### src/rtl/jt10_adpcm_rom_arb_if.sv
// Requester and ROM-side signals of the ADPCM sample-ROM arbiter.
// slave = arbiter view; master = the requesters plus the ROM model driving it.
interface jt10_adpcm_rom_arb_if;
    logic         req_b;
    logic [23:0]  addr_b;
    logic         ack_b;
    logic [7:0]   data_b;
    logic [5:0]   req_a;
    logic [119:0] addr_a;
    logic [5:0]   ack_a;
    logic [7:0]   data_a;
    logic [23:0]  rom_addr;
    logic         rom_cs;
    logic         rom_ok;
    logic [7:0]   rom_data;
    logic         tout_err;

    modport slave (
        input  req_b, addr_b, req_a, addr_a, rom_ok, rom_data,
        output ack_b, data_b, ack_a, data_a, rom_addr, rom_cs, tout_err
    );

    modport master (
        output req_b, addr_b, req_a, addr_a, rom_ok, rom_data,
        input  ack_b, data_b, ack_a, data_a, rom_addr, rom_cs, tout_err
    );
endinterface

### src/rtl/jt10_adpcm_rom_arb.sv
// Shares one ADPCM sample-ROM port among ADPCM-B and six ADPCM-A fetchers, with a 1-byte cache.
// Cache hit acks 3 cycles after req; misses wait on rom_ok up to TOUT cycles; requests queue as held levels.
module jt10_adpcm_rom_arb #(
    parameter int TOUT   = 255,
    parameter bit BFIRST = 1'b1
) (
    input  logic                       clk,
    input  logic                       rst_n,
    jt10_adpcm_rom_arb_if.slave        bus
);
    localparam int NSLOT = BFIRST ? 6 : 7;
    localparam int TW    = $clog2(TOUT + 1);

    typedef enum logic [1:0] {IDLE, CHK, FETCH, ACK} state_t;

    state_t        state_q, state_d;
    logic [2:0]    id_q, id_d;
    logic [2:0]    ptr_q, ptr_d;
    logic [23:0]   addr_q, addr_d;
    logic [23:0]   rom_addr_q, rom_addr_d;
    logic          rom_cs_q, rom_cs_d;
    logic          cache_vld_q, cache_vld_d;
    logic [23:0]   cache_addr_q, cache_addr_d;
    logic [7:0]    cache_dat_q, cache_dat_d;
    logic [7:0]    dat_q, dat_d;
    logic [7:0]    data_a_q, data_a_d;
    logic [7:0]    data_b_q, data_b_d;
    logic          ack_b_q, ack_b_d;
    logic [5:0]    ack_a_q, ack_a_d;
    logic          tout_q, tout_d;
    logic [TW-1:0] tcnt_q, tcnt_d;

    logic [6:0]    slot_req;
    logic          grant_vld;
    logic [2:0]    grant_id;
    logic [23:0]   grant_addr;
    logic [2:0]    ptr_nxt;
    logic [3:0]    idx;

    // Slots 0..5 are ADPCM-A channels, slot 6 is ADPCM-B.
    always_comb begin
        slot_req  = {bus.req_b, bus.req_a};
        grant_vld = 1'b0;
        grant_id  = 3'd0;
        idx       = 4'd0;
        if (BFIRST && bus.req_b) begin
            grant_vld = 1'b1;
            grant_id  = 3'd6;
        end else begin
            for (int i = 0; i < NSLOT; i++) begin
                idx = {1'b0, ptr_q} + 4'(i);
                if (idx >= 4'(NSLOT)) idx = idx - 4'(NSLOT);
                if (!grant_vld && slot_req[idx[2:0]]) begin
                    grant_vld = 1'b1;
                    grant_id  = idx[2:0];
                end
            end
        end
    end

    always_comb begin
        grant_addr = bus.addr_b;
        for (int j = 0; j < 6; j++) begin
            if (grant_id == 3'(j)) grant_addr = {4'h0, bus.addr_a[20*j +: 20]};
        end
        ptr_nxt = grant_id + 3'd1;
        if (ptr_nxt == 3'(NSLOT)) ptr_nxt = 3'd0;
    end

    always_comb begin
        state_d      = state_q;
        id_d         = id_q;
        ptr_d        = ptr_q;
        addr_d       = addr_q;
        rom_addr_d   = rom_addr_q;
        rom_cs_d     = rom_cs_q;
        cache_vld_d  = cache_vld_q;
        cache_addr_d = cache_addr_q;
        cache_dat_d  = cache_dat_q;
        dat_d        = dat_q;
        data_a_d     = data_a_q;
        data_b_d     = data_b_q;
        ack_b_d      = 1'b0;
        ack_a_d      = 6'd0;
        tout_d       = tout_q;
        tcnt_d       = tcnt_q;
        case (state_q)
            IDLE: begin
                if (grant_vld) begin
                    id_d    = grant_id;
                    addr_d  = grant_addr;
                    // With B on fixed priority it sits outside the rotation, so its grants leave the pointer alone.
                    if (!(BFIRST && grant_id == 3'd6)) ptr_d = ptr_nxt;
                    state_d = CHK;
                end
            end
            CHK: begin
                if (cache_vld_q && cache_addr_q == addr_q) begin
                    dat_d   = cache_dat_q;
                    state_d = ACK;
                end else begin
                    rom_addr_d = addr_q;
                    rom_cs_d   = 1'b1;
                    tcnt_d     = '0;
                    state_d    = FETCH;
                end
            end
            FETCH: begin
                if (bus.rom_ok) begin
                    cache_vld_d  = 1'b1;
                    cache_addr_d = addr_q;
                    cache_dat_d  = bus.rom_data;
                    dat_d        = bus.rom_data;
                    rom_cs_d     = 1'b0;
                    state_d      = ACK;
                end else if (tcnt_q == TW'(TOUT - 1)) begin
                    dat_d       = 8'h00;
                    tout_d      = 1'b1;
                    cache_vld_d = 1'b0;
                    rom_cs_d    = 1'b0;
                    state_d     = ACK;
                end else begin
                    tcnt_d = tcnt_q + TW'(1);
                end
            end
            ACK: begin
                if (id_q == 3'd6) begin
                    ack_b_d  = 1'b1;
                    data_b_d = dat_q;
                end else begin
                    ack_a_d  = 6'd1 << id_q;
                    data_a_d = dat_q;
                end
                state_d = IDLE;
            end
            default: state_d = IDLE;
        endcase
    end

    always_ff @(posedge clk or negedge rst_n) begin
        if (!rst_n) begin
            state_q      <= IDLE;
            id_q         <= 3'd0;
            ptr_q        <= 3'd0;
            addr_q       <= 24'd0;
            rom_addr_q   <= 24'd0;
            rom_cs_q     <= 1'b0;
            cache_vld_q  <= 1'b0;
            cache_addr_q <= 24'd0;
            cache_dat_q  <= 8'd0;
            dat_q        <= 8'd0;
            data_a_q     <= 8'd0;
            data_b_q     <= 8'd0;
            ack_b_q      <= 1'b0;
            ack_a_q      <= 6'd0;
            tout_q       <= 1'b0;
            tcnt_q       <= '0;
        end else begin
            state_q      <= state_d;
            id_q         <= id_d;
            ptr_q        <= ptr_d;
            addr_q       <= addr_d;
            rom_addr_q   <= rom_addr_d;
            rom_cs_q     <= rom_cs_d;
            cache_vld_q  <= cache_vld_d;
            cache_addr_q <= cache_addr_d;
            cache_dat_q  <= cache_dat_d;
            dat_q        <= dat_d;
            data_a_q     <= data_a_d;
            data_b_q     <= data_b_d;
            ack_b_q      <= ack_b_d;
            ack_a_q      <= ack_a_d;
            tout_q       <= tout_d;
            tcnt_q       <= tcnt_d;
        end
    end

    assign bus.ack_b    = ack_b_q;
    assign bus.data_b   = data_b_q;
    assign bus.ack_a    = ack_a_q;
    assign bus.data_a   = data_a_q;
    assign bus.rom_addr = rom_addr_q;
    assign bus.rom_cs   = rom_cs_q;
    assign bus.tout_err = tout_q;
endmodule
### src/flat_wrapper.sv
// flat-port wrapper written by rule: the top's interface ports become plain ports
module jt10_adpcm_rom_arb_flat 
#(
    parameter int TOUT   = 255,
    parameter bit BFIRST = 1'b1
)
  (clk, rst_n, bus_req_b, bus_addr_b, bus_req_a, bus_addr_a, bus_rom_ok, bus_rom_data, bus_ack_b, bus_data_b, bus_ack_a, bus_data_a, bus_rom_addr, bus_rom_cs, bus_tout_err);
  jt10_adpcm_rom_arb_if bus_i ();
  input  logic clk;
  input  logic rst_n;
  input wire logic [$bits(bus_i.req_b)-1:0] bus_req_b;
  input wire logic [$bits(bus_i.addr_b)-1:0] bus_addr_b;
  input wire logic [$bits(bus_i.req_a)-1:0] bus_req_a;
  input wire logic [$bits(bus_i.addr_a)-1:0] bus_addr_a;
  input wire logic [$bits(bus_i.rom_ok)-1:0] bus_rom_ok;
  input wire logic [$bits(bus_i.rom_data)-1:0] bus_rom_data;
  output wire logic [$bits(bus_i.ack_b)-1:0] bus_ack_b;
  output wire logic [$bits(bus_i.data_b)-1:0] bus_data_b;
  output wire logic [$bits(bus_i.ack_a)-1:0] bus_ack_a;
  output wire logic [$bits(bus_i.data_a)-1:0] bus_data_a;
  output wire logic [$bits(bus_i.rom_addr)-1:0] bus_rom_addr;
  output wire logic [$bits(bus_i.rom_cs)-1:0] bus_rom_cs;
  output wire logic [$bits(bus_i.tout_err)-1:0] bus_tout_err;
  assign bus_i.req_b = bus_req_b;
  assign bus_i.addr_b = bus_addr_b;
  assign bus_i.req_a = bus_req_a;
  assign bus_i.addr_a = bus_addr_a;
  assign bus_i.rom_ok = bus_rom_ok;
  assign bus_i.rom_data = bus_rom_data;
  assign bus_ack_b = bus_i.ack_b;
  assign bus_data_b = bus_i.data_b;
  assign bus_ack_a = bus_i.ack_a;
  assign bus_data_a = bus_i.data_a;
  assign bus_rom_addr = bus_i.rom_addr;
  assign bus_rom_cs = bus_i.rom_cs;
  assign bus_tout_err = bus_i.tout_err;
  jt10_adpcm_rom_arb #(.TOUT(TOUT), .BFIRST(BFIRST)) u_core (.clk(clk), .rst_n(rst_n), .bus(bus_i));
endmodule
### config.mk
export PLATFORM = sky130hd
export DESIGN_NAME = jt10_adpcm_rom_arb_flat
export DESIGN_NICKNAME = d
export VERILOG_FILES = /design/src/rtl/jt10_adpcm_rom_arb_if.sv /design/src/rtl/jt10_adpcm_rom_arb.sv /design/src/flat_wrapper.sv
export SDC_FILE = /design/constraint.sdc
export NUM_CORES = 1
export LEC_CHECK = 0
export ABC_AREA = 1
export CORE_AREA = 2 2 127 129
export DETAILED_ROUTE_END_ITERATION = 12
export DIE_AREA = 0 0 129 131
export MAX_ROUTING_LAYER = met4
export PLACE_DENSITY = 0.86
export SLEW_MARGIN = 25
export SYNTH_ARGS = -nofsm -noshare
export SYNTH_HDL_FRONTEND = slang
export SYNTH_SLANG_ARGS = --single-unit
### constraint.sdc
create_clock -name clk -period 7.6 [get_ports clk]
set_input_delay 1.9 -clock clk [delete_from_list [all_inputs] [get_ports clk]]
set_output_delay 1.9 -clock clk [all_outputs]
set_load 0.01 [all_outputs]
Word-level counts from Yosys, hierarchy flattened

Cells that the tools add are included.

Register bits after elaboration: 130
Bits of input ports: 162
Output and inout bits: 49
Logic and storage cells: 164

Add/sub/neg operators: 13
$lt $le $gt $ge: 12
Equality and inequality tests: 19
Shift operators: 1
Multiplexer cells: 72
Bitwise operators: 4
Reductions and logical operators: 27

Operator list:

| kind                  | number |
|---|---|
| $mux W24              | 6 |
| $mux W3               | 20 |
| $mux W8               | 6 |
| $pmux W8 S2           | 2 |
| $mux W1               | 25 |
| $eq A24 B24 Y1        | 1 |
| $lt A3 B4 Y1 const B  | 6 |
| $ge A4 B3 Y1 const B  | 5 |
| $bmux W1 S3           | 6 |
| $sub A3 B3 Y3 const B | 6 |
| $eq A3 B3 Y1 const B  | 5 |
| $reduce_and A2 Y1     | 7 |
| $mux W6               | 2 |
| $reduce_and A3 Y1     | 4 |
| $add A3 B2 Y4 const B | 2 |
| $add A3 B3 Y4 const B | 2 |
| $add A8 B1 Y8 const B | 1 |
| $eq A8 B8 Y1 const B  | 1 |
| $pmux W2 S4           | 1 |
| $eq A3 B2 Y1 const B  | 2 |
| $logic_and A1 B1 Y1   | 6 |
| $mux W2               | 3 |
| $ne A2 B2 Y1 const B  | 3 |
| $shl A1 B3 Y6 const A | 1 |
| other kinds (15)      | 25 |

Longest topological paths before layout

Depth after elaboration: 34
Depth in mapped cells: 30
Depth with buffers taken out: 28

Worst setup path before layout

Ideal clock, no wire load.

Kind: input to register
Start: in bus_req_a[4]
End: reg u_core.addr_q[14]
Setup time: 0.116 ns
Arrival: 4.355 ns
Slack: 3.128 ns
Stages on the path: 21
Path buffers: 1
Cells stage by stage: o21ai_0 > nand2_1 > nand3b_1 > o21a_2 > nand3_2 > nor2_2 > inv_1 > a221o_1 > nand3_1 > inv_1 > ha_1 > ha_1 > clkinv_1 > clkbuf_1 > nand2_1 > inv_2 > nand2_1 > nand2_1 > nand2_1 > nand2_1 > nand2_1

Longest elaborated chain between the ends: 31

RTL lines:

| element                       | RTL line                  | text |
|---|---|---|
| from (decl)                   | flat_wrapper.sv:13        | `input wire logic [$bits(bus_i.req_a)-1:0] bus_req_a;` |
| $bmux W1 S3                   | jt10_adpcm_rom_arb.sv:53  | `if (!grant_vld && slot_req[idx[2:0]]) begin` |
| $mux W1 (not written as such) | jt10_adpcm_rom_arb.sv:53  |  |
| $mux W1                       | jt10_adpcm_rom_arb.sv:53  |  |
| $mux W1                       | jt10_adpcm_rom_arb.sv:46  | `if (BFIRST && bus.req_b) begin` |
| $logic_not A1 Y1              | jt10_adpcm_rom_arb.sv:53  |  |
| $logic_and A1 B1 Y1           | jt10_adpcm_rom_arb.sv:53  |  |
| $mux W1                       | jt10_adpcm_rom_arb.sv:53  |  |
| $mux W1                       | jt10_adpcm_rom_arb.sv:46  |  |
| [... 12 more ...]             | --                        |  |
| $logic_not A1 Y1              | jt10_adpcm_rom_arb.sv:53  |  |
| $logic_and A1 B1 Y1           | jt10_adpcm_rom_arb.sv:53  |  |
| $mux W3 (*)                   | jt10_adpcm_rom_arb.sv:53  |  |
| $mux W3 (*)                   | jt10_adpcm_rom_arb.sv:46  |  |
| via u_core.grant_id[0]        | jt10_adpcm_rom_arb.sv:35  | `logic [2:0] grant_id;` |
| $logic_not A3 Y1              | jt10_adpcm_rom_arb.sv:64  | `if (grant_id == 3'(j)) grant_addr = {4'h0, bus.addr_a[20*j +: 20]};` |
| $mux W24 (5 in a row)         | jt10_adpcm_rom_arb.sv:64  |  |
| $mux W24 (*)                  | jt10_adpcm_rom_arb.sv:64  |  |
| to (signal assigned)          | jt10_adpcm_rom_arb.sv:162 | `addr_q <= addr_d;` |
| to (decl)                     | jt10_adpcm_rom_arb.sv:19  | `logic [23:0] addr_q, addr_d;` |

Mark *: on every way through the listed nets, which the timed path passes. The rest lies on a longest branch. The select of a mux whose other input is x is not followed.
A chain may end at the register's enable or synchronous reset.

Worst setup path in the final report

Start: in bus_req_a[3]
End: reg u_core.addr_q[10]

Longest elaborated chain between the ends: 31

RTL lines:

| element                       | RTL line |
|---|---|
| $bmux W1 S3                   | jt10_adpcm_rom_arb.sv:53 |
| $mux W1 (not written as such) | jt10_adpcm_rom_arb.sv:53 |
| $mux W1                       | jt10_adpcm_rom_arb.sv:53 |
| $mux W1                       | jt10_adpcm_rom_arb.sv:46 |
| $logic_not A1 Y1              | jt10_adpcm_rom_arb.sv:53 |
| $logic_and A1 B1 Y1           | jt10_adpcm_rom_arb.sv:53 |
| $mux W1                       | jt10_adpcm_rom_arb.sv:53 |
| $mux W1                       | jt10_adpcm_rom_arb.sv:46 |
| [... 10 more ...]             | -- |
| $mux W1                       | jt10_adpcm_rom_arb.sv:53 |
| $mux W1                       | jt10_adpcm_rom_arb.sv:46 |
| $logic_not A1 Y1              | jt10_adpcm_rom_arb.sv:53 |
| $logic_and A1 B1 Y1           | jt10_adpcm_rom_arb.sv:53 |
| $mux W3                       | jt10_adpcm_rom_arb.sv:53 |
| $mux W3                       | jt10_adpcm_rom_arb.sv:46 |
| $logic_not A3 Y1              | jt10_adpcm_rom_arb.sv:64 |
| $mux W24 (6 in a row)         | jt10_adpcm_rom_arb.sv:64 |

Several ways; a longest one is shown, not always the timed one. The select of a mux whose other input is x is not followed.

==> flow_summary.json <==
{
  "synth_top_flop_cell": "dfrtp_1",
  "postCtsHoldBufs": 0,
  "final_cell_mix": "nand2_1 (408), clkdlybuf4s50_1 (209), inv_1 (184), dfrtp_1 (130), o21ai_0 (125)",
  "cp.arrival_ns": 5.99,
  "clock_power_share_pct": 16.3,
  "finalMaxSlewViolations": 0,
  "critPathLaunchType": "primary input",
  "portBuffers": 210,
  "p_int_mw": 2.839,
  "drt_first_pass_iters": 6,
  "die_x_um": 129,
  "critPathKind": "in -> reg",
  "synth_fp_nets": 1393,
  "worst-path-max-fanout": 22,
  "cp_num_buf_inv": 2,
  "layout-drive-gt1-share_pct": 5.477,
  "remaining_drc_errors": 0,
  "combPwrFrac_pct": 62.5,
  "grt_max_degree": 85,
  "postCtsSetupBuffers": 0,
  "final_hold_viol_count": 0,
  "setup_viol": 0,
  "p_leak_nw": 5.753,
  "first_global_vias": 7790,
  "viasPerCell": 5.067,
  "relSlewSlack_pct": 44.88,
  "insertedDiodeCount": 0,
  "clk_latency_ns": 0.42,
  "clockBufferDepth": 2,
  "tns_ns": 0,
  "rsz0062_at_grt": "no",
  "tightest_slew_ns": 0.8268,
  "die_area_sq_mm": 0.01690,
  "cts_resized": 0,
  "period_share_pct": 74.83,
  "cts_max_level": 4,
  "synthDistinctLibCells": 41,
  "ff2ff_setup_slack_ns": 2.30,
  "io_pins": 211,
  "max-vdd-ir-drop_mv": 0.3816,
  "area_growth_pct": 33.95,
  "post-place-ws_ns": 1.639,
  "gp_congestion": 0.9920,
  "multi_input_area_sq_mm": 0.003895,
  "yosys_register_bits": 130,
  "cts_buffers": 17,
  "fill_cells": 1224,
  "layout_commonest_cell": "nand2_1",
  "finClkSkew_ns": 0.01640,
  "tritoncts": "done",
  "power_mw": 5.646,
  "die_height_um": 131,
  "critical_path.most_common_cell": "nand2_1",
  "powerDensity_mw_per_mm2": 512.4,
  "whs_ns": 0.4825,
  "power_frac_seq_pct": 21.1,
  "crit_path_max_incr_delay_ns": 0.77,
  "max_freq_mhz": 175.8,
  "rows": 46,
  "synth_seq_area_share_pct": 39.54,
  "crit_family": "simple AND/OR/NAND/NOR gates",
  "cp_cell_sequence": "clkdlybuf4s50_1 > inv_1 > nand2_1 > o21ai_0 > nand2_1 > nand2_1 > o21a_2 > nand3_1 > o22ai_1 > a41oi_1 > o221ai_1 > nor2_1 > ha_1 > nand2_1 > nand2_1 > nand3_1 > nand2_1 > nand2_1 > nand2_1 > nand2_1 > nand2_1 > nand2_1",
  "fin_ws_ns": 1.913,
  "synthCells": 1211,
  "synth.cell_area_sq_mm": 0.008227,
  "required_ns": 7.91,
  "slowest_stage": "ha_1",
  "path_clk_slew_ns": 0.06,
  "drt-initial-drc-count": 619,
  "min_path_type": "reg -> reg",
  "finalNetCount": 1575,
  "regArea_sq_mm": 0.003253,
  "track_usage_pct": 28.82,
  "synth-async-reset-ratio_pct": 100.0,
  "cp-end-kind": "register",
  "r2r_cells": 23,
  "start_util_pct": 52.74,
  "min_delay_path_depth": 2,
  "avgRoutedWirePerCell_um": 14.20,
  "ant_nets": 0,
  "cts_sinks": 130,
  "cts_root_buffer": "clkbuf_16",
  "cap_violations": 0,
  "status": "finished clean",
  "vias": 8219,
  "routed_wl_um": 23040,
  "hpwl_um": 16560,
  "syn_area_per_cell_sq_um": 6.793,
  "swShare_pct": 49.72,
  "cp.depth": 22,
  "p_sw_mw": 2.807,
  "synth-edff-count": 0,
  "fin_crit_ns": 5.687,
  "yosysWarnings": 0,
  "core_sq_mm": 0.01560,
  "grt_overflow": 0,
  "antenna_found_initial": 0,
  "grt_pass1_wl_um": 37370
}
-- power by group through the flow --
stage,clock network [mW],logic (mW),registers [mW]
2_1_floorplan,0,2.65,1.19
3_3_place_gp,0,3.39,1.18
3_5_place_dp,0,3.46,1.19
4_1_cts,0.928,3.50,1.19
5_1_grt,0.956,4.05,1.23
6_report,0.922,3.53,1.19
-- synth_stat cells (3+ instances only) --
library cell | count | area [sq um]
o21ai_0 | 125 | 625.6
nand2_1 | 409 | 1535
nor3_1 | 8 | 40.04
nand3_2 | 6 | 60.06
nor2_1 | 66 | 247.7
buf_1 | 3 | 11.26
nand4_1 | 7 | 43.79
nand3_1 | 106 | 530.5
a221oi_1 | 7 | 61.31
buf_2 | 10 | 50.05
o21ai_1 | 4 | 20.02
nor4_1 | 5 | 31.28
dfrtp_1 | 130 | 3253
o32ai_1 | 4 | 35.03
buf_6 | 14 | 157.7
xor2_1 | 9 | 78.83
xnor2_1 | 5 | 43.79
inv_2 | 17 | 63.81
clkbuf_1 | 27 | 101.4
o211ai_1 | 4 | 30.03
nand2_2 | 4 | 25.02
inv_1 | 184 | 690.7
a21oi_1 | 14 | 70.07
clkinv_1 | 3 | 11.26
ha_1 | 20 | 250.2
-- area by class of cell --
| class | instances | share of cell area [%] |
|---|---|---|
| Clock buffer | 21 | 4.360 |
| Clock inverter | 11 | 1.805 |
| Inverter | 204 | 6.949 |
| Multi-Input combinational cell | 823 | 35.35 |
| Sequential cell | 130 | 29.52 |
| Tap cell | 216 | 2.453 |
| Timing Repair Buffer | 217 | 19.56 |
-- tightest hold or removal path: cells and delay by family, from the launching register on --
| family | cells | cell delay (ns) |
|---|---|---|
| AO/OA/AOI/OAI | 1 | 0.06 |
| flip-flops | 1 | 0.34 |
| AND/OR/NAND/NOR | 1 | 0.05 |
-- kinds of logic (layout without fill, tap and decap cells) --
| family | Yosys count | count (layout) | share of synthesized area [%] |
|---|---|---|---|
| AOI/OAI and AO/OA | 168 | 168 | 11.24 |
| xor gates and xnor gates | 14 | 14 | 1.491 |
| adders and majority gates | 20 | 20 | 3.042 |
| buffers and inverters | 258 | 453 | 13.20 |
| DFF | 130 | 130 | 39.54 |
| and+or+nand+nor | 621 | 621 | 31.48 |
-- metal layers --
layer / GRT usage (%) / part of all wire (%) / wire [um] / vias up
li1: - / - / - / 4135
met1: 37.37 / 44 / 10130 / 3686
met2: 46.28 / 48 / 11000 / 360
met3: 4.967 / 6.4 / 1475 / 38
met4: 9.527 / 1.9 / 427 / 0
met5: - / 0 / 0 / -
-- path summary, 6_finish.rpt --
| path | start | endpoint |
|---|---|---|
| setup / recovery | bus_req_a[3] | u_core.addr_q[10]$_DFFE_PN0P_ |
| hold / removal | u_core.bus.data_b[6]$_DFFE_PN0P_ | u_core.bus.data_b[6]$_DFFE_PN0P_ |
| setup reg to reg | u_core.ptr_q[0]$_DFFE_PN0P_ | u_core.addr_q[10]$_DFFE_PN0P_ |
| hold reg to reg | u_core.bus.data_b[6]$_DFFE_PN0P_ | u_core.bus.data_b[6]$_DFFE_PN0P_ |
| max in group asynchronous | rst_n | u_core.cache_addr_q[16]$_DFFE_PN0P_ |
| min in group asynchronous | rst_n | u_core.bus.ack_b$_DFF_PN0_ |
-- sequential cells by signal, indices dropped and copies added, names as in the netlist --
register             count
u_core.addr_q           24
u_core.bus.rom_addr     24
u_core.cache_addr_q     24
u_core.bus.data_a        8
u_core.bus.data_b        8
u_core.cache_dat_q       8
u_core.dat_q             8
u_core.tcnt_q            8
u_core.bus.ack_a         6
u_core.id_q              3
u_core.ptr_q             3
u_core.state_q           2
u_core.bus.ack_b         1
u_core.bus.rom_cs        1
u_core.bus.tout_err      1
u_core.cache_vld_q       1
-- per-stage QoR --
stage | utilization (%) | std cells | area (sq um)
3_5_place_dp | 66.24 | 1590 | 10330
3_3_place_gp | 66.24 | 1590 | 10330
2_1_floorplan | - | 1211 | 8227
6_report | 70.65 | 1622 | 11020
4_1_cts | 70.59 | 1622 | 11010
5_1_grt | 70.65 | 1622 | 11020
Power figures use the tool's default switching activity.
